### src/rtl/pc_branch_if.sv
// Sequencer-facing bundle for pc_branch: jump/call/return requests in, PC and stack status out.
interface pc_branch_if #(
  parameter int unsigned PC_WIDTH    = 16,
  parameter int unsigned STACK_DEPTH = 4
);
  localparam int unsigned DepthW = $clog2(STACK_DEPTH + 1);

  logic                inc;
  logic                jump_req;
  logic [2:0]          cond;
  logic [PC_WIDTH-1:0] target;
  logic [1:0]          flags;
  logic                err_clr;
  logic [PC_WIDTH-1:0] pc;
  logic                taken;
  logic                stack_err;
  logic [DepthW-1:0]   depth;

  modport master (
    output inc, jump_req, cond, target, flags, err_clr,
    input  pc, taken, stack_err, depth
  );

  modport slave (
    input  inc, jump_req, cond, target, flags, err_clr,
    output pc, taken, stack_err, depth
  );
endinterface

### src/rtl/pc_branch.sv
// SAP-2 program counter: conditional jumps on registered Z/S flags plus a small
// register-based return-address stack for CALL/RET.
module pc_branch #(
  parameter int unsigned PC_WIDTH    = 16,
  parameter int unsigned STACK_DEPTH = 4
) (
  input logic        clk,
  input logic        rst,
  pc_branch_if.slave bus
);

  localparam int unsigned DepthW = $clog2(STACK_DEPTH + 1);
  localparam int unsigned PtrW   = (STACK_DEPTH > 1) ? $clog2(STACK_DEPTH) : 1;
  localparam logic [DepthW-1:0] DepthFull = DepthW'(STACK_DEPTH);

  typedef enum logic [2:0] {
    CondJmp  = 3'b000,
    CondJz   = 3'b001,
    CondJnz  = 3'b010,
    CondJm   = 3'b011,
    CondJp   = 3'b100,
    CondCall = 3'b101,
    CondRet  = 3'b110,
    CondRsvd = 3'b111
  } cond_e;

  logic [PC_WIDTH-1:0] pc_q, pc_d;
  logic [DepthW-1:0]   depth_q, depth_d;
  logic                taken_q, taken_d;
  logic                err_q, err_d;
  logic [PC_WIDTH-1:0] stack_q [STACK_DEPTH];

  logic                push;
  logic                err_set;
  logic                flag_z, flag_s;
  logic [PtrW-1:0]     push_idx, top_idx;

  assign flag_z   = bus.flags[1];
  assign flag_s   = bus.flags[0];
  // Push slot is the current depth; top of stack sits one below it.
  assign push_idx = PtrW'(depth_q);
  assign top_idx  = PtrW'(depth_q - DepthW'(1));

  always_comb begin
    pc_d    = pc_q;
    depth_d = depth_q;
    taken_d = 1'b0;
    push    = 1'b0;
    err_set = 1'b0;

    if (bus.jump_req) begin
      unique case (cond_e'(bus.cond))
        CondJmp: taken_d = 1'b1;
        CondJz:  taken_d = flag_z;
        CondJnz: taken_d = ~flag_z;
        CondJm:  taken_d = flag_s;
        CondJp:  taken_d = ~flag_s;
        CondCall: begin
          if (depth_q < DepthFull) begin
            push    = 1'b1;
            depth_d = depth_q + DepthW'(1);
            taken_d = 1'b1;
          end else begin
            err_set = 1'b1;
          end
        end
        CondRet: begin
          if (depth_q != '0) begin
            depth_d = depth_q - DepthW'(1);
            pc_d    = stack_q[top_idx];
            taken_d = 1'b1;
          end else begin
            err_set = 1'b1;
          end
        end
        CondRsvd: taken_d = 1'b0;
        default:  taken_d = 1'b0;
      endcase
      // RET already loaded pc_d from the stack; every other taken case goes to target.
      if (taken_d && (cond_e'(bus.cond) != CondRet)) begin
        pc_d = bus.target;
      end
    end else if (bus.inc) begin
      pc_d = pc_q + PC_WIDTH'(1);
    end

    // A fresh overflow/underflow wins over a same-cycle clear.
    if (err_set) begin
      err_d = 1'b1;
    end else if (bus.err_clr) begin
      err_d = 1'b0;
    end else begin
      err_d = err_q;
    end
  end

  always_ff @(posedge clk) begin
    if (rst) begin
      pc_q    <= '0;
      depth_q <= '0;
      taken_q <= 1'b0;
      err_q   <= 1'b0;
    end else begin
      pc_q    <= pc_d;
      depth_q <= depth_d;
      taken_q <= taken_d;
      err_q   <= err_d;
    end
  end

  // Stack contents need no reset; depth alone decides what is valid.
  always_ff @(posedge clk) begin
    if (!rst && push) begin
      stack_q[push_idx] <= pc_q;
    end
  end

  assign bus.pc        = pc_q;
  assign bus.taken     = taken_q;
  assign bus.stack_err = err_q;
  assign bus.depth     = depth_q;

endmodule

### src/flat_wrapper.sv
// flat-port wrapper written by rule: the top's interface ports become plain ports
module pc_branch_flat 
#(
  parameter int unsigned PC_WIDTH    = 16,
  parameter int unsigned STACK_DEPTH = 4
)
  (clk, rst, bus_inc, bus_jump_req, bus_cond, bus_target, bus_flags, bus_err_clr, bus_pc, bus_taken, bus_stack_err, bus_depth);
  pc_branch_if #(.PC_WIDTH(PC_WIDTH), .STACK_DEPTH(STACK_DEPTH)) bus_i ();
  input logic clk;
  input logic rst;
  input wire logic [$bits(bus_i.inc)-1:0] bus_inc;
  input wire logic [$bits(bus_i.jump_req)-1:0] bus_jump_req;
  input wire logic [$bits(bus_i.cond)-1:0] bus_cond;
  input wire logic [$bits(bus_i.target)-1:0] bus_target;
  input wire logic [$bits(bus_i.flags)-1:0] bus_flags;
  input wire logic [$bits(bus_i.err_clr)-1:0] bus_err_clr;
  output wire logic [$bits(bus_i.pc)-1:0] bus_pc;
  output wire logic [$bits(bus_i.taken)-1:0] bus_taken;
  output wire logic [$bits(bus_i.stack_err)-1:0] bus_stack_err;
  output wire logic [$bits(bus_i.depth)-1:0] bus_depth;
  assign bus_i.inc = bus_inc;
  assign bus_i.jump_req = bus_jump_req;
  assign bus_i.cond = bus_cond;
  assign bus_i.target = bus_target;
  assign bus_i.flags = bus_flags;
  assign bus_i.err_clr = bus_err_clr;
  assign bus_pc = bus_i.pc;
  assign bus_taken = bus_i.taken;
  assign bus_stack_err = bus_i.stack_err;
  assign bus_depth = bus_i.depth;
  pc_branch #(.PC_WIDTH(PC_WIDTH), .STACK_DEPTH(STACK_DEPTH)) u_core (.clk(clk), .rst(rst), .bus(bus_i));
endmodule
### config.mk
export PLATFORM = sky130hd
export DESIGN_NAME = pc_branch_flat
export DESIGN_NICKNAME = d
export VERILOG_FILES = /design/src/rtl/pc_branch_if.sv /design/src/rtl/pc_branch.sv /design/src/flat_wrapper.sv
export SDC_FILE = /design/constraint.sdc
export NUM_CORES = 1
export LEC_CHECK = 0
export BUFFER_PORTS_ARGS = -buffer_cell sky130_fd_sc_hd__buf_2
export CAP_MARGIN = 40
export CELL_PAD_IN_SITES_DETAIL_PLACEMENT = 2
export CELL_PAD_IN_SITES_GLOBAL_PLACEMENT = 2
export CORE_MARGIN = 2
export CORE_UTILIZATION = 45
export CTS_BUF_LIST = sky130_fd_sc_hd__clkbuf_4 sky130_fd_sc_hd__clkbuf_8
export DETAILED_ROUTE_END_ITERATION = 8
export GPL_TIMING_DRIVEN = 0
export PLACE_DENSITY_LB_ADDON = 0.1
export SLEW_MARGIN = 20
export SYNTH_ARGS = -nofsm -noshare
export SYNTH_HDL_FRONTEND = slang
export SYNTH_SLANG_ARGS = --single-unit
### constraint.sdc
create_clock -name clk -period 4.7 [get_ports clk]
set_input_delay 0.47 -clock clk [delete_from_list [all_inputs] [get_ports clk]]
set_output_delay 0.47 -clock clk [all_outputs]
set_load 0.01 [all_outputs]
## After elaboration in Yosys (flattened, before gate mapping)

Memory sizes are Yosys's and may differ from the RTL's.
Index checks and enable logic that the tools add are counted.

- Flip-flop bits (word level): 21
- Memory bits (writable): 64
- Input bits: 26
- Output and inout port bits: 21
- Logic and storage cells: 57
- Memories kept: 1

Memories:

| name | words | width | read ports | clocked after Yosys merged registers in | write ports | RTL line | source |
|---|---|---|---|---|---|---|---|
| u_core.stack_q | 4 | 16 | 1 | 0 | 1 | pc_branch.sv:31 | `logic [PC_WIDTH-1:0] stack_q [STACK_DEPTH];` |

- Add/sub/neg operators: 3
- $lt $le $gt $ge: 1
- Equality and inequality tests: 12
- Muxes and demuxes: 22
- Bitwise gates (word level): 3
- Reductions and logical operators: 11

Operator list:

| kind | number |
|---|---|
| $mux 16 | 5 |
| $add 16x1->16 const B | 1 |
| $eq 3x3->1 const B | 4 |
| $mux 1 | 12 |
| $pmux 1 s8 | 1 |
| $eq 3x2->1 const B | 2 |
| $mux 3 | 2 |
| $ne 3x1->1 const B | 2 |
| $pmux 3 s2 | 1 |
| $reduce_bool 2->1 | 3 |
| $ne 2x1->1 const B | 2 |
| $reduce_and 4->1 | 1 |
| $add 3x1->3 const B | 1 |
| $eq 3x1->1 const B | 1 |
| $logic_not 3->1 | 1 |
| $lt 3x3->1 const B | 1 |
| $ne 3x3->1 const B | 1 |
| $not 1->1 | 3 |
| $reduce_and 3->1 | 1 |
| $reduce_bool 3->1 | 1 |
| $sub 3x1->3 const B | 1 |
| $logic_and 1x1->1 | 2 |
| $pmux 1 s2 | 1 |
| $reduce_or 2->1 | 1 |
| $logic_not 1->1 | 1 |

## Longest topological paths before layout

Gate-level depths: netlist (run 1).

- Depth in word-level cells: 7
- Depth in mapped cells: 10
- Gate-level depth less buffers: 7

## Least setup slack after synthesis (run 1)

OpenSTA, ideal clock, no wires.

- Path kind: register to register
- From: reg u_core.depth_q[0] (netlist: u_core.bus.depth[0])
- To: reg u_core.pc_q[4] (netlist: u_core.bus.pc[4])
- Setup time: 120 ps
- Arrival: 2285 ps
- Required time: 4580 ps
- Path slack: 2295 ps
- Cell stages (with the launch flop): 11
- Path buffers: 4
- Period minus slack after synthesis: 2405 ps
- Path through: dfxtp_1 buf_4 buf_6 inv_1 ha_1 buf_2 buf_2 mux4_2 nand3_1 a2111oi_0 a211o_1

- Longest elaborated chain between the ends: 7
- Elaborated cells between the ends (all ways): 16
- Classes of those cells: add/sub: 1; order compare: 1; eq/ne: 2; mux: 8; reduce/logical: 3; memory: 1

RTL lines:

| item | RTL line | source |
|---|---|---|
| start: declaration | pc_branch.sv:28 | `logic [DepthW-1:0] depth_q, depth_d;` |
| start signal: assignment | pc_branch.sv:105 | `depth_q <= depth_d;` |
| $lt 3x3->1 or $reduce_bool 3->1 (tied branches) | pc_branch.sv:59, pc_branch.sv:68 |  |
| $mux 1, on equally long branches | pc_branch.sv:59, pc_branch.sv:68 |  |
| $pmux 1 s8 | pc_branch.sv:52 | `unique case (cond_e'(bus.cond))` |
| $mux 1 | pc_branch.sv:51 | `if (bus.jump_req) begin` |
| $logic_and 1x1->1 | pc_branch.sv:80 | `if (taken_d && (cond_e'(bus.cond) != CondRet)) begin` |
| $ne 3x1->1 (no source line) or $mux 16 (tied branches) | n/a |  |
| $reduce_and 3->1 (no source line) or $mux 16 (tied branches) | n/a |  |
| end signal: assignment | pc_branch.sv:104 | `pc_q <= pc_d;` |
| end: declaration | pc_branch.sv:27 | `logic [PC_WIDTH-1:0] pc_q, pc_d;` |

Several ways; a longest one is shown, not always the timed one. The select of a mux whose other input is x is not followed.
A chain may end at the register's enable or synchronous reset.

## Worst setup path after layout (run 1)

- From: reg u_core.depth_q[0] (netlist: u_core.bus.depth[0])
- To: reg u_core.pc_q[14] (netlist: u_core.bus.pc[14])

Same word-level chain as after synthesis.

==> results_dict.tcl, run 1 <==
set metrics [dict create \
    start_util_pct 46.70 \
    ys_types 60 \
    finalSetupTns_ns 0 \
    clock_path_buffers 2 \
    min_period_ns 3.241 \
    mostFrequentLayoutCell "edfxtp_1" \
    ir_drop_v 0.0001518 \
    die_x_um 99.37 \
    cts-root-buf "clkbuf_8" \
    area_growth_pct 15.59 \
    ant_nets 0 \
    hpwl_um 9200 \
    drtPass1Iterations 4 \
    grt_max_degree 15 \
    postRouteWirelength_um 13450 \
    worst_pin_slew_ns 0.8656 \
    grt_pass1_vias 3311 \
    coreArea_um2 8763 \
    vias_per_cell 6.476 \
    crit_family "buffers and inverters" \
    fmaxAchievable_ghz 0.3085 \
    cts_buffers 9 \
    yosys_warnings 0 \
    worst_path_most_repeated_cell "buf_2" \
    finalPower_w 0.001684 \
    route.detailed.wl_per_inst_um 28.31 \
    hold_viol_final 0 \
    hold_path_depth 3 \
    finalSetupViolCount 0 \
    h-tree-depth 3 \
    grt_pass1_wl_um 20180 \
    multi_input_area_um2 1580 \
    endpoint_kind "flip-flop" \
    maxSlewViolCount 0 \
    syn_nets 335 \
    stdcell_count 475 \
    drc 0 \
    avgSynthCellArea_um2 13.51 \
    startpoint_type "flip-flop" \
    powerDensity_nw_per_um2 356.0 \
    slowest_stage "a2111oi_0" \
    final_cell_mix "edfxtp_1, buf_2, dfxtp_1" \
    antenna_found_initial 0 \
    min_path_type "in -> reg" \
    ff2ff_path_depth 10 \
    cp.buffers_inverters 5 \
    ctsHoldBuffers 0 \
    io_buffers 44 \
    die_h_um 99.37 \
    fillers 838 \
    outcome "complete, no violations" \
    num_rows 34 \
    drt_iter0_markers 217 \
    ys_async_sr_fraction_pct 0 \
    cp.required_ns 5.01 \
    gp_congestion 0.8159 \
    crit_arrival_ns 3.55 \
    max-cap-violations 0 \
    synth_seq_cells 85 \
    path_cells "buf_4 > buf_6 > inv_1 > ha_1 > buf_2 > buf_2 > mux4_2 > nand3_1 > a2111oi_0 > a221o_1" \
    finClkSkew_ns 0.01036 \
    gr-usage-all-layers_pct 28.13 \
    final_layout_size_suffix_gt1_share_pct 29.70 \
    cts_num_sinks 85 \
    yosysSeqAreaShare_pct 57.23 \
    grt-ovfl-total 0 \
    rsz0062_at_grt "false" \
    syn_inst 303 \
    vias 3076 \
    nets 394 \
    cts_setup_buffers 0 \
    placed_cells 459 \
    fin_area_um2 4731 \
    synth-edff-count 64 \
    dieArea_um2 9873 \
    max_stage_delay_ns 0.64 \
    p_leak_nw 1.712 \
    clkTransAtPathRegs_ns 0.09 \
    place_area_um2 4508 \
    crit_type "reg -> reg" \
    netlist_area_um2 4093 \
    cts_tree "yes" \
    timing.final.crit_share_pct 68.97 \
    regArea_um2 2342 \
    ctsResizeCount 0 \
    antenna_cells 0 \
    ios 47 \
    relSlewSlack_pct 42.08 \
    synth_ff_type "edfxtp_1" \
    crit_cells 10 \
    worst_skew_pair.late_latency_ns 0.37 \
    worstPathMaxFanout 10 \
]
==> through the flow <==
step	worst slack, ns	utilization [%]	hold WS, ns
floorplan	2.295	-	0.5414
global placement	1.746	50.76	0.5315
detailed placement	1.560	51.44	0.5496
CTS	1.442	53.98	0.3710
global route	1.302	53.98	0.4223
finish	1.459	53.98	0.3747
==> worst register-to-register path: cells and delay by family (launching register included) <==
family	cells	cell delay (ns)
fa+ha+maj	1	0.32
mux	1	0.28
buf+inv	5	1.25
flops	1	0.40
compound gates	2	0.87
simple gates	1	0.08
==> cell families (layout without fill, tap and decap cells) <==
kind of cell	count (synthesis)	count (layout)	share of synthesized area [%]
AND/OR/NAND/NOR	79	79	11.49
XOR/XNOR	2	2	0.4281
buffers and inverters	31	95	4.157
AO/OA/AOI/OAI	81	81	15.29
flip-flops	85	85	57.23
adder cells (fa/ha/maj)	6	6	1.834
multiplexers	19	19	9.569
==> path summary, 6_finish.rpt <==
path                   startpoint                    to  slack [ns]
max           u_core.bus.depth[0]     u_core.bus.pc[14]        1.46
min                   bus_err_clr  u_core.bus.stack_err        0.37
max reg2reg   u_core.bus.depth[0]     u_core.bus.pc[14]        1.46
min reg2reg  u_core.bus.stack_err  u_core.bus.stack_err        0.57
==> sequential cells by signal (all words and copies together) (netlist names) <==
signal	flops
u_core.bus.taken	1
u_core.stack_q	64
u_core.bus.stack_err	1
u_core.bus.depth	3
u_core.bus.pc	16
==> power breakdown <==
part,switching (W),internal [W]
clock network,0.000278,0.000313
registers,0.0000435,0.000831
logic,0.000130,0.0000876
==> cells in the mapped netlist, drive strengths merged, types with 2 or more instances <==
cell     instances  area (um2)
a2111oi         15       132.6
a211o            5       45.04
a211oi           7       52.55
a21oi            5       28.78
a221o            6       60.06
and2             4       25.02
and3             7       45.05
buf             14       106.3
clkbuf           4       15.01
dfxtp           21       420.4
edfxtp          64        1922
ha               6       75.07
inv             13       48.80
mux2i            2       20.02
mux4            16       360.4
nand2           13       48.80
nand2b           6       37.54
nand3           19       105.1
nand4            3       25.02
nor2             9       33.78
nor2b            3       26.27
nor3             5       25.02
nor3b            4       35.03
o2111ai          2       17.52
o21a             2       15.01
o21ai           24       127.6
o22a             2       18.77
o31ai            2       15.01
xnor2            2       17.52
==> cell type report <==
class                      instances  share of cell area [%]
buffer                            18                   2.565
clock buffer                      11                   2.936
clock inverter                     5                   1.772
inverter                          13                   1.031
multi-input combinational        187                   33.40
sequential                        85                   49.51
tap                              108                   2.856
timing repair buffer              48                   5.924
==> per-layer routing <==
metal	vias to the layer above	track usage, %	routed length [um]
li1	1337	-	-
met1	1584	37.13	5615
met2	128	46.62	6693
met3	27	5.973	817
met4	0	9.168	323
met5	-	0	0
No activity file was read; power rests on OpenSTA's default activity.
==> run 2, diff against run 1 <==
--- a/config.mk
+++ b/config.mk
@@ -5,12 +5,13 @@
 export SDC_FILE = /design/constraint.sdc
 export NUM_CORES = 1
 export LEC_CHECK = 0
+export ABC_AREA = 1
 export BUFFER_PORTS_ARGS = -buffer_cell sky130_fd_sc_hd__buf_2
 export CAP_MARGIN = 40
 export CELL_PAD_IN_SITES_DETAIL_PLACEMENT = 2
 export CELL_PAD_IN_SITES_GLOBAL_PLACEMENT = 2
 export CORE_MARGIN = 2
-export CORE_UTILIZATION = 45
+export CORE_UTILIZATION = 37
 export CTS_BUF_LIST = sky130_fd_sc_hd__clkbuf_4 sky130_fd_sc_hd__clkbuf_8
 export DETAILED_ROUTE_END_ITERATION = 8
 export GPL_TIMING_DRIVEN = 0
==> constraint.sdc (replaced) <==
create_clock -name clk -period 3 [get_ports clk]
set_input_delay 0.3 -clock clk [delete_from_list [all_inputs] [get_ports clk]]
set_output_delay 0.3 -clock clk [all_outputs]
set_load 0.01 [all_outputs]
==> results_dict.tcl, run 2 <==
set metrics [dict create \
    die_h_um 110.8 \
    switching_power_w 0.0008680 \
    postRouteWirelength_um 15330 \
    fmaxAchievable_ghz 0.3573 \
    drt_iter0_markers 200 \
    worst_skew_pair.late_latency_ns 0.37 \
    ir_drop_v 0.0001855 \
    outcome "complete, no violations" \
    largest_reg_flops 64 \
    finalPower_w 0.002730 \
    crit_type "reg -> reg" \
    clkTransAtPathRegs_ns 0.10 \
    start_util_pct 37.46 \
    synth_area_leaders "edfxtp_1, dfxtp_1, nor2_1" \
    p_clk_share_pct 31.8 \
    antenna_found_initial 1 \
    synth.most_common_cell "nor2_1" \
    crit_arrival_ns 3.12 \
    place_area_um2 4691 \
    netlist_top_cells_count "nor2_1, nand2_1, edfxtp_1" \
    h-tree-depth 3 \
    p_seq_share_pct 51.3 \
    syn_inst 498 \
    placed_cells 691 \
    io_buffers 46 \
    powerDensity_nw_per_um2 554.8 \
    nets 593 \
    coreArea_um2 11270 \
    endpoint_kind "flip-flop" \
    max-cap-violations 0 \
    relSlewSlack_pct 57.23 \
    fillers 1273 \
    drtPass1Iterations 4 \
    vias_per_cell 5.296 \
    worstPathMaxFanout 12 \
    crit_cells 11 \
    mostFrequentLayoutCell "nand2_1" \
    netlist.area_leader.share_pct 45.51 \
    crit_family "buffers and inverters" \
    top_register "u_core.stack_q" \
    multi_input_area_um2 1604 \
    route.detailed.wl_per_inst_um 21.59 \
    area_growth_pct 16.50 \
    yosysSeqAreaShare_pct 55.47 \
    num_rows 39 \
    synth-edff-count 64 \
    ctsHoldBuffers 0 \
    finalSetupViolCount 0 \
    grt-ovfl-total 0 \
    cp.required_ns 3.32 \
    netlist_area_um2 4223 \
    ios 47 \
    cp.buffers_inverters 4 \
    synth_ff_type "edfxtp_1" \
    cts_num_sinks 85 \
    ant_nets 0 \
    worst_pin_slew_ns 0.6416 \
    grt_max_degree 16 \
    vias 3760 \
    maxSlewViolCount 0 \
    timing.final.crit_share_pct 93.29 \
    hold_viol_final 0 \
    drc 0 \
    slowest_stage "dfxtp_2" \
    fin_area_um2 4920 \
    worst_path_most_repeated_cell "nor2_1" \
    rsz0062_at_grt "false" \
    avgSynthCellArea_um2 8.480 \
    yosys_warnings 0 \
    cts-root-buf "clkbuf_8" \
    stdcell_count 710 \
    regArea_um2 2344 \
    syn_nets 530 \
    yosysTopAreaCell "edfxtp_1" \
    path_cells "clkinvlp_4 > clkbuf_4 > ha_2 > inv_1 > buf_2 > o21ai_0 > o22ai_1 > nor2_1 > nor2_1 > nor2_1 > nor2_1" \
    ys_types 27 \
    hpwl_um 11290 \
    ys_async_sr_fraction_pct 0 \
    p_leak_nw 2.097 \
    gp_congestion 0.8311 \
    finClkSkew_ns 0.01441 \
    ff2ff_path_depth 11 \
    clock_path_buffers 2 \
    startpoint_type "flip-flop" \
    min_path_type "in -> reg" \
    die_x_um 110.8 \
    holdWs_ns 0.1412 \
    max_stage_delay_ns 0.49 \
    dieArea_um2 12280 \
    grt_pass1_vias 4091 \
    finalSetupTns_ns 0 \
    hold_path_depth 2 \
    internal_power_w 0.001862 \
    final_layout_size_suffix_gt1_share_pct 16.25 \
    gr-usage-all-layers_pct 25.83 \
    switching_share_pct 31.80 \
    final_cell_mix "nand2_1, nor2_1, edfxtp_1" \
    grt_pass1_wl_um 23880 \
    synth_seq_cells 85 \
    min_period_ns 2.799 \
    cts_tree "yes" \
    p_comb_share_pct 17.0 \
    cts_buffers 9 \
]
## run 2: cell count changes in the layout (fill, tap and decap cells not counted), moves of 7 or more
cell,before,now
nor2_1,9,105
nand2_1,13,106
inv_1,13,47
o21ai_0,20,42
nand3_1,17,34
mux4_2,16,0
a2111oi_0,14,0
o22a_1,1,11
a211oi_1,7,0
## run 2: timing repair
action	in CTS	in global routing
resized for setup	5	4
setup buffers	0	2
endpoints found under the setup margin	11	7
pin swaps	0	0
hold endpoints to repair	0	0
## run 2: per-stage QoR
step / util, % / setup WS (ns)
2_1_floorplan: - / 0.7678
3_3_place_gp: 41.09 / -0.2393
3_5_place_dp: 41.61 / -0.5682
4_1_cts: 43.43 / 0.04202
5_1_grt: 43.62 / 0.01339
6_report: 43.65 / 0.2013
## run 2: logic make-up (layout without fill, tap and decap cells)
kind of cell / count (synthesis) / in the layout / synth area share [%]
adders and majority gates: 6 / 6 / 1.778
xor gates and xnor gates: 5 / 5 / 1.037
and+or+nand+nor: 261 / 261 / 25.07
other: 0 / 1 / 0
buffers and inverters: 69 / 137 / 6.844
AOI/OAI and AO/OA: 72 / 72 / 9.807
DFF: 85 / 85 / 55.47
## run 2: layer usage
layer  track usage [%]  part of all wire, %  vias up
met3             3.991                  3.9       22
met5                 0                    0        -
met4             7.917                  1.8        0
met2             45.15                   51       63
met1             33.03                   44     1906
li1                  -                    -     1769
## run 2: path summary, 6_finish.rpt
kind / startpoint / to / slack (ns)
worst min-delay path: bus_err_clr / u_core.bus.stack_err / 0.14
worst min register to register: u_core.bus.stack_err / u_core.bus.stack_err / 0.53
worst max-delay path: u_core.bus.depth[0] / u_core.bus.pc[10] / 0.20
worst max register to register: u_core.bus.depth[0] / u_core.bus.pc[10] / 0.20
## run 2: area by class of cell
cell class	count	area share, %
diodes	1	0.05086
clock buffers	9	2.518
multi-input cells	344	32.60
plain buffers	18	2.111
inverters	51	3.967
repair buffers	52	5.977
flip-flops and latches	85	47.63
well taps	143	3.637
clock inverters	7	1.501
## run 2: worst register-to-register path, stage by stage, from the launching register on
cell        delay [ns]
dfxtp_2           0.49
clkinvlp_4        0.20
clkbuf_4          0.24
ha_2              0.40
inv_1             0.25
buf_2             0.31
o21ai_0           0.17
o22ai_1           0.21
nor2_1            0.08
nor2_1            0.24
nor2_1            0.07
nor2_1            0.08
## run 2: power groups by stage
| stage | logic, W | clock network (W) | registers (W) |
|---|---|---|---|
| 3_3_place_gp | 0.000426 | 0 | 0.00142 |
| 2_1_floorplan | 0.000269 | 0 | 0.00140 |
| 4_1_cts | 0.000466 | 0.000866 | 0.00140 |
| 3_5_place_dp | 0.000457 | 0 | 0.00143 |
| 6_report | 0.000463 | 0.000867 | 0.00140 |
| 5_1_grt | 0.000524 | 0.000914 | 0.00141 |
